[src/rtl/fft_7_pkg.sv]
// Shared constants and types for the fft_7 twiddle multiplier path.
//   DATA_W     : sample / product width
//   COEF_W     : twiddle width (signed Q1.7)
//   CHAIN_LAT  : latency of the unsigned shift-add multiplier chain
//   PRE_SHIFT  : rounding right-shift applied to |sample| before the chain
//   SAT_POS/NEG: signed 16-bit extremes used by the back end
//   tag_t      : {valid, sign} token carried alongside the chain
package fft_7_pkg;

    localparam int DATA_W    = 16;
    localparam int COEF_W    = 8;
    localparam int CHAIN_LAT = 8;
    localparam int PRE_SHIFT = 7;

    localparam logic [DATA_W-1:0] SAT_POS = 16'h7FFF;
    localparam logic [DATA_W-1:0] SAT_NEG = 16'h8000;

    typedef struct packed {
        logic valid;
        logic sign;
    } tag_t;

endpackage

[src/rtl/mult_sign_dly_7.sv]
// {valid, sign} delay line that runs in parallel with the multiplier chain
// so the sign and valid of each sample arrive together with its product.
// Ports:
//   clk, rst  : clock, asynchronous active-high reset (flushes the line)
//   tag_in    : token entering at the front-end register
//   tag_out   : token delayed by DEPTH cycles
module mult_sign_dly_7
    import fft_7_pkg::*;
#(
    parameter int DEPTH = CHAIN_LAT
) (
    input  logic clk,
    input  logic rst,
    input  tag_t tag_in,
    output tag_t tag_out
);

    tag_t stage_reg [DEPTH];

    always_ff @(posedge clk or posedge rst) begin
        if (rst) begin
            for (int i = 0; i < DEPTH; i++) begin
                stage_reg[i] <= '0;
            end
        end else begin
            stage_reg[0] <= tag_in;
            for (int i = 1; i < DEPTH; i++) begin
                stage_reg[i] <= stage_reg[i-1];
            end
        end
    end

    assign tag_out = stage_reg[DEPTH-1];

endmodule

[src/rtl/mult_sign_ctrl_7.sv]
// Signed wrapper around the unsigned shift-add multiplier chain.
// Front end: |sample| is rounded down by PRE_SHIFT bits, |coef| is taken,
// both are registered into chain stage 0 and the product sign is launched
// into a delay line matching the chain latency.
// Back end: the chain product gets its sign back, positive overflow
// (only 256*128 = 32768) saturates to 32767.
// Ports:
//   clk, rst                : clock, asynchronous active-high reset
//   in_valid/in_sample/in_coef : signed input, one per cycle, no backpressure
//   chain_mult_1/_2/_pre/_en: operands and enable into chain stage 0
//   chain_prod/chain_rdy    : product and valid from the last chain stage
//   out_valid/out_data/out_sat : signed result, saturation flag
//   err_sticky/err_clr      : chain_rdy vs internal valid mismatch flag, clear
module mult_sign_ctrl_7
    import fft_7_pkg::*;
(
    input  logic              clk,
    input  logic              rst,
    input  logic              in_valid,
    input  logic [DATA_W-1:0] in_sample,
    input  logic [COEF_W-1:0] in_coef,
    output logic [DATA_W-1:0] chain_mult_1,
    output logic [COEF_W-1:0] chain_mult_2,
    output logic [DATA_W-1:0] chain_pre,
    output logic              chain_en,
    input  logic [DATA_W-1:0] chain_prod,
    input  logic              chain_rdy,
    output logic              out_valid,
    output logic [DATA_W-1:0] out_data,
    output logic              out_sat,
    output logic              err_sticky,
    input  logic              err_clr
);

    // ---------------- front end ----------------
    // 17-bit magnitude so that |-32768| = 32768 is representable.
    logic [DATA_W:0]   s_ext;
    logic [DATA_W:0]   s_abs;
    logic [DATA_W:0]   s_round;
    logic [DATA_W-1:0] mag_s;
    logic [COEF_W:0]   c_ext;
    logic [COEF_W:0]   c_abs;
    logic [COEF_W-1:0] mag_c;
    logic              prod_sign;

    always_comb begin
        s_ext   = {in_sample[DATA_W-1], in_sample};
        s_abs   = in_sample[DATA_W-1] ? (~s_ext + 1'b1) : s_ext;
        s_round = s_abs + (17'd1 << (PRE_SHIFT - 1));
        // Result is at most 256, so the top bit is always dropped safely.
        mag_s   = DATA_W'(s_round >> PRE_SHIFT);
        c_ext   = {in_coef[COEF_W-1], in_coef};
        c_abs   = in_coef[COEF_W-1] ? (~c_ext + 1'b1) : c_ext;
        mag_c   = COEF_W'(c_abs);   // at most 128, fits unsigned 8 bits
        // A zero product must never come out as a negated zero.
        prod_sign = (in_sample[DATA_W-1] ^ in_coef[COEF_W-1])
                    && (mag_s != '0) && (mag_c != '0);
    end

    logic [DATA_W-1:0] mult_1_reg;
    logic [COEF_W-1:0] mult_2_reg;
    logic              en_reg;
    tag_t              tag_reg;

    always_ff @(posedge clk or posedge rst) begin
        if (rst) begin
            mult_1_reg <= '0;
            mult_2_reg <= '0;
            en_reg     <= 1'b0;
            tag_reg    <= '0;
        end else if (in_valid) begin
            mult_1_reg <= mag_s;
            mult_2_reg <= mag_c;
            en_reg     <= 1'b1;
            tag_reg    <= '{valid: 1'b1, sign: prod_sign};
        end else begin
            mult_1_reg <= '0;
            mult_2_reg <= '0;
            en_reg     <= 1'b0;
            tag_reg    <= '0;
        end
    end

    assign chain_mult_1 = mult_1_reg;
    assign chain_mult_2 = mult_2_reg;
    assign chain_pre    = '0;
    assign chain_en     = en_reg;

    // ---------------- sign delay line ----------------
    tag_t tag_dly;

    mult_sign_dly_7 #(
        .DEPTH (CHAIN_LAT)
    ) u_dly (
        .clk     (clk),
        .rst     (rst),
        .tag_in  (tag_reg),
        .tag_out (tag_dly)
    );

    // ---------------- back end ----------------
    logic              out_valid_reg;
    logic [DATA_W-1:0] out_data_reg;
    logic              out_sat_reg;
    logic              err_reg;

    always_ff @(posedge clk or posedge rst) begin
        if (rst) begin
            out_valid_reg <= 1'b0;
            out_data_reg  <= '0;
            out_sat_reg   <= 1'b0;
        end else if (tag_dly.valid) begin
            out_valid_reg <= 1'b1;
            if (tag_dly.sign) begin
                // -32768 is exactly representable, so negation never saturates.
                out_data_reg <= (chain_prod == SAT_NEG) ? SAT_NEG : (~chain_prod + 1'b1);
                out_sat_reg  <= 1'b0;
            end else if (chain_prod > SAT_POS) begin
                out_data_reg <= SAT_POS;
                out_sat_reg  <= 1'b1;
            end else begin
                out_data_reg <= chain_prod;
                out_sat_reg  <= 1'b0;
            end
        end else begin
            out_valid_reg <= 1'b0;
            out_data_reg  <= '0;
            out_sat_reg   <= 1'b0;
        end
    end

    // The internal delay line is trusted for output qualification; chain_rdy
    // is only used as a health check. A new mismatch beats a clear request.
    always_ff @(posedge clk or posedge rst) begin
        if (rst) begin
            err_reg <= 1'b0;
        end else if (chain_rdy != tag_dly.valid) begin
            err_reg <= 1'b1;
        end else if (err_clr) begin
            err_reg <= 1'b0;
        end
    end

    assign out_valid  = out_valid_reg;
    assign out_data   = out_data_reg;
    assign out_sat    = out_sat_reg;
    assign err_sticky = err_reg;

endmodule

[config.mk]
export PLATFORM = sky130hd
export DESIGN_NAME = mult_sign_ctrl_7
export DESIGN_NICKNAME = d
export VERILOG_FILES = /design/src/rtl/fft_7_pkg.sv /design/src/rtl/mult_sign_dly_7.sv /design/src/rtl/mult_sign_ctrl_7.sv
export SDC_FILE = /design/constraint.sdc
export NUM_CORES = 1
export LEC_CHECK = 0
export BUFFER_PORTS_ARGS = -buffer_cell sky130_fd_sc_hd__buf_2
export CAP_MARGIN = 0
export CORE_ASPECT_RATIO = 1.2
export CORE_UTILIZATION = 45
export CTS_CLUSTER_SIZE = 20
export DETAILED_ROUTE_END_ITERATION = 10
export PLACE_DENSITY = 0.76
export SETUP_SLACK_MARGIN = 0.3
export SYNTH_ARGS = -nofsm -noshare
export SYNTH_HDL_FRONTEND = slang
export SYNTH_SLANG_ARGS = --single-unit
export TNS_END_PERCENT = 20
[constraint.sdc]
create_clock -name clk -period 1.5 [get_ports clk]
set_input_delay 0.225 -clock clk [delete_from_list [all_inputs] [get_ports clk]]
set_output_delay 0.225 -clock clk [all_outputs]
set_load 0.005 [all_outputs]
==> impl_metrics.json <==
{
  "die_y_um": 91.10,
  "finalCritPeriodShare": 1.519,
  "synth_edf_count": 0,
  "die-area_um2": 6946,
  "worstHoldPathCells": 2,
  "fmax_mhz": 438.7,
  "finalNetCount": 506,
  "synth_area_leaders": "dfrtp_1, buf_4, xnor2_1, xor2_1, a211oi_1",
  "cts.sinks": 55,
  "rsz0062_at_grt": "yes",
  "ir_drop_uv": 481.8,
  "drv_cap": 0,
  "swShare": 0.2765,
  "critPathSlowestCell": "or4_4",
  "setup_violations": 15,
  "period_minus_slack_ps": 2279,
  "worstHoldStart": "err_clr",
  "rr_endpoint": "out_data[12]",
  "failed_checks": "setup timing",
  "synth_top_area_cell": "dfrtp_1",
  "power_switching_w": 0.0009504,
  "finalSetupTns_ps": -4355,
  "grt_max_degree": 56,
  "hold_end": "err_sticky",
  "n_fill_cell": 514,
  "regArea_um2": 1376,
  "multi_input_area_um2": 1683,
  "grt.overflow.total": 0,
  "numCtsBuffers": 5,
  "p_int_w": 0.002487,
  "h-tree-depth": 2,
  "routedWlPerCell_um": 13.73,
  "ff2ff_setup_slack_ps": 240,
  "place_inst": 530,
  "yosys_warnings": 0,
  "pre_cts_ws_ps": -1192,
  "fin_cells": 544,
  "crit_fanout": 3,
  "layout-drive-gt1-share": 0.4815,
  "p_total_w": 0.003438,
  "start_kind": "input port",
  "synth_ff_type": "dfrtp_1",
  "initial_core_util": 0.4646,
  "clk_latency_ps": 320,
  "seq_area_frac_synth": 0.4624,
  "path_clk_slew_ps": 100,
  "ys_ff_latch": 55,
  "largest_register_ffs": 16,
  "cts-root-buf": "clkbuf_8",
  "die_w_um": 76.25,
  "cp.required_ps": 1740,
  "r2r-start": "u_dly.tag_out[0]",
  "status": "finished with violations",
  "hold_path_class": "input port to flop",
  "ant_nets": 0,
  "wirelength_um": 7468,
  "seq_power_share": 0.472,
  "dr.first_iter.drc_count": 100,
  "final-hold-violation-count": 0,
  "grt_pass1_vias": 2685,
  "synth_top_area_share": 0.4624,
  "grt_pass1_wl_um": 12210,
  "coreArea_um2": 6406,
  "grt_util_all_layers": 0.2222,
  "gp_congestion": 0.8497,
  "critPathTopFamily": "compound AO/OA/AOI/OAI gates",
  "ioPinCount": 105,
  "antenna_found_initial": 0,
  "port_buffers": 82,
  "post-dp-hpwl_um": 5477,
  "syn-instance-count": 303,
  "cts_tree": "yes",
  "avgSynthCellArea_um2": 9.824,
  "drcViolationCount": 0,
  "p_comb_frac": 0.231,
  "p_clk_frac": 0.298,
  "cp_cell_sequence": "buf_6 > or4_4 > o31ai_4 > xnor2_2 > ha_4 > nand2_1 > buf_4 > nor2_1 > mux2_2 > a41oi_2 > o31ai_1 > a41oi_1",
  "finalMaxSlewViolations": 0,
  "cp.buffers_inverters": 2,
  "pwr_density_cell_nw_per_um2": 786.2,
  "syn2layout_area_growth_pct": 46.91,
  "leakagePower_nw": 2.116,
  "fin_util": 0.6826,
  "row_count": 32,
  "synth.distinct_cells": 53,
  "synth_common_cells": "dfrtp_1, nor2_1, buf_4",
  "setup.worst_path.class": "input port to flop",
  "finClkSkew_ps": 7.480,
  "synth_most_common_cell": "dfrtp_1",
  "arrival_ps": 2520,
  "dr.pass1.iters": 4,
  "cpPeakStageDelay_ps": 550,
  "drt-vias-per-instance": 5.002,
  "vias": 2721,
  "syn_area_um2": 2977,
  "n_antenna_cell": 0,
  "crit_path_end_kind": "flop",
  "synthArstFlopShare": 1.000,
  "reg2regPathDepth": 3,
  "layout_setup_ws_ps": -779.2,
  "cts_buffer_depth": 2
}
==> final cells by class <==
type	instances	area share
inverters	14	0.01602
well taps	85	0.02432
repair buffers	158	0.2329
multi-input cells	224	0.3848
flip-flops and latches	55	0.3147
clock buffers	5	0.01574
clock inverters	3	0.01144
==> power groups by stage <==
stage | Sequential [W] | Clock [W] | Combinational [W]
2_1_floorplan | 0.00166 | 0 | 0.000369
3_3_place_gp | 0.00165 | 0 | 0.000698
3_5_place_dp | 0.00165 | 0 | 0.000723
4_1_cts | 0.00162 | 0.00106 | 0.000760
5_1_grt | 0.00163 | 0.00112 | 0.000868
6_report | 0.00162 | 0.00102 | 0.000793
==> cells in the final DEF, fill, tap and decap left out, types with 3 or more instances in the layout <==
cell,n
buf_2,79
buf_4,73
dfrtp_1,55
nor2_1,23
conb_1,23
nand2_1,17
xnor2_1,16
xor2_1,11
o21ai_0,10
and2_1,9
inv_1,8
a21oi_1,8
a211oi_1,7
a211oi_2,6
or3_4,6
nor2b_1,5
nand4_1,5
clkbuf_8,5
or3_1,4
inv_2,4
nor3_1,4
buf_6,4
nand2b_1,3
o31ai_1,3
mux2i_1,3
nor4_4,3
or4_4,3
xnor2_2,3
a21oi_2,3
==> worst max-delay path by stage <==
stage	slack [ps]	cells after the start	end	startpoint
6_report	-780	12	tag_reg[0]	in_sample[1]
5_1_grt	-830	12	tag_reg[0]	in_sample[1]
4_1_cts	-810	12	tag_reg[0]	in_sample[1]
3_5_place_dp	-1190	12	tag_reg[0]	in_sample[5]
3_3_place_gp	-1030	12	tag_reg[0]	in_sample[5]
2_1_floorplan	-870	11	tag_reg[0]	in_sample[5]
==> through the flow <==
stage | cell area, µm² | hold WS [ps]
2_1_floorplan | 3206 | 256.4
4_1_cts | 4287 | 87.20
6_report | 4373 | 92.45
5_1_grt | 4373 | 96.24
3_3_place_gp | 4035 | 287.7
3_5_place_dp | 4035 | 298.7
==> metal layers <==
layer	vias up	routed length, µm	GRT usage
met2	91	4112	0.4017
met4	0	214	0.1042
met1	1302	2833	0.2544
met5	-	0	0
met3	17	308	0.03518
li1	1311	-	-
==> cells by family after synthesis <==
logic type,count (synthesis),share of synthesized area
buffers and inverters,46,0.08995
xor gates and xnor gates,31,0.09121
adders and majority gates,3,0.01261
DFF,55,0.4624
and+or+nand+nor,107,0.1959
muxes,5,0.01723
AOI/OAI and AO/OA,55,0.1295
other,1,0.001260
==> what timing repair did <==
item,in CTS,in global routing
hold buffers,1,0
endpoints found under the hold margin,55,0
gates resized for setup,22,11
pin swaps,19,9
setup endpoints to repair,26,26
buffers inserted,2,3
Note: power is estimated with default switching activity, not from simulation.
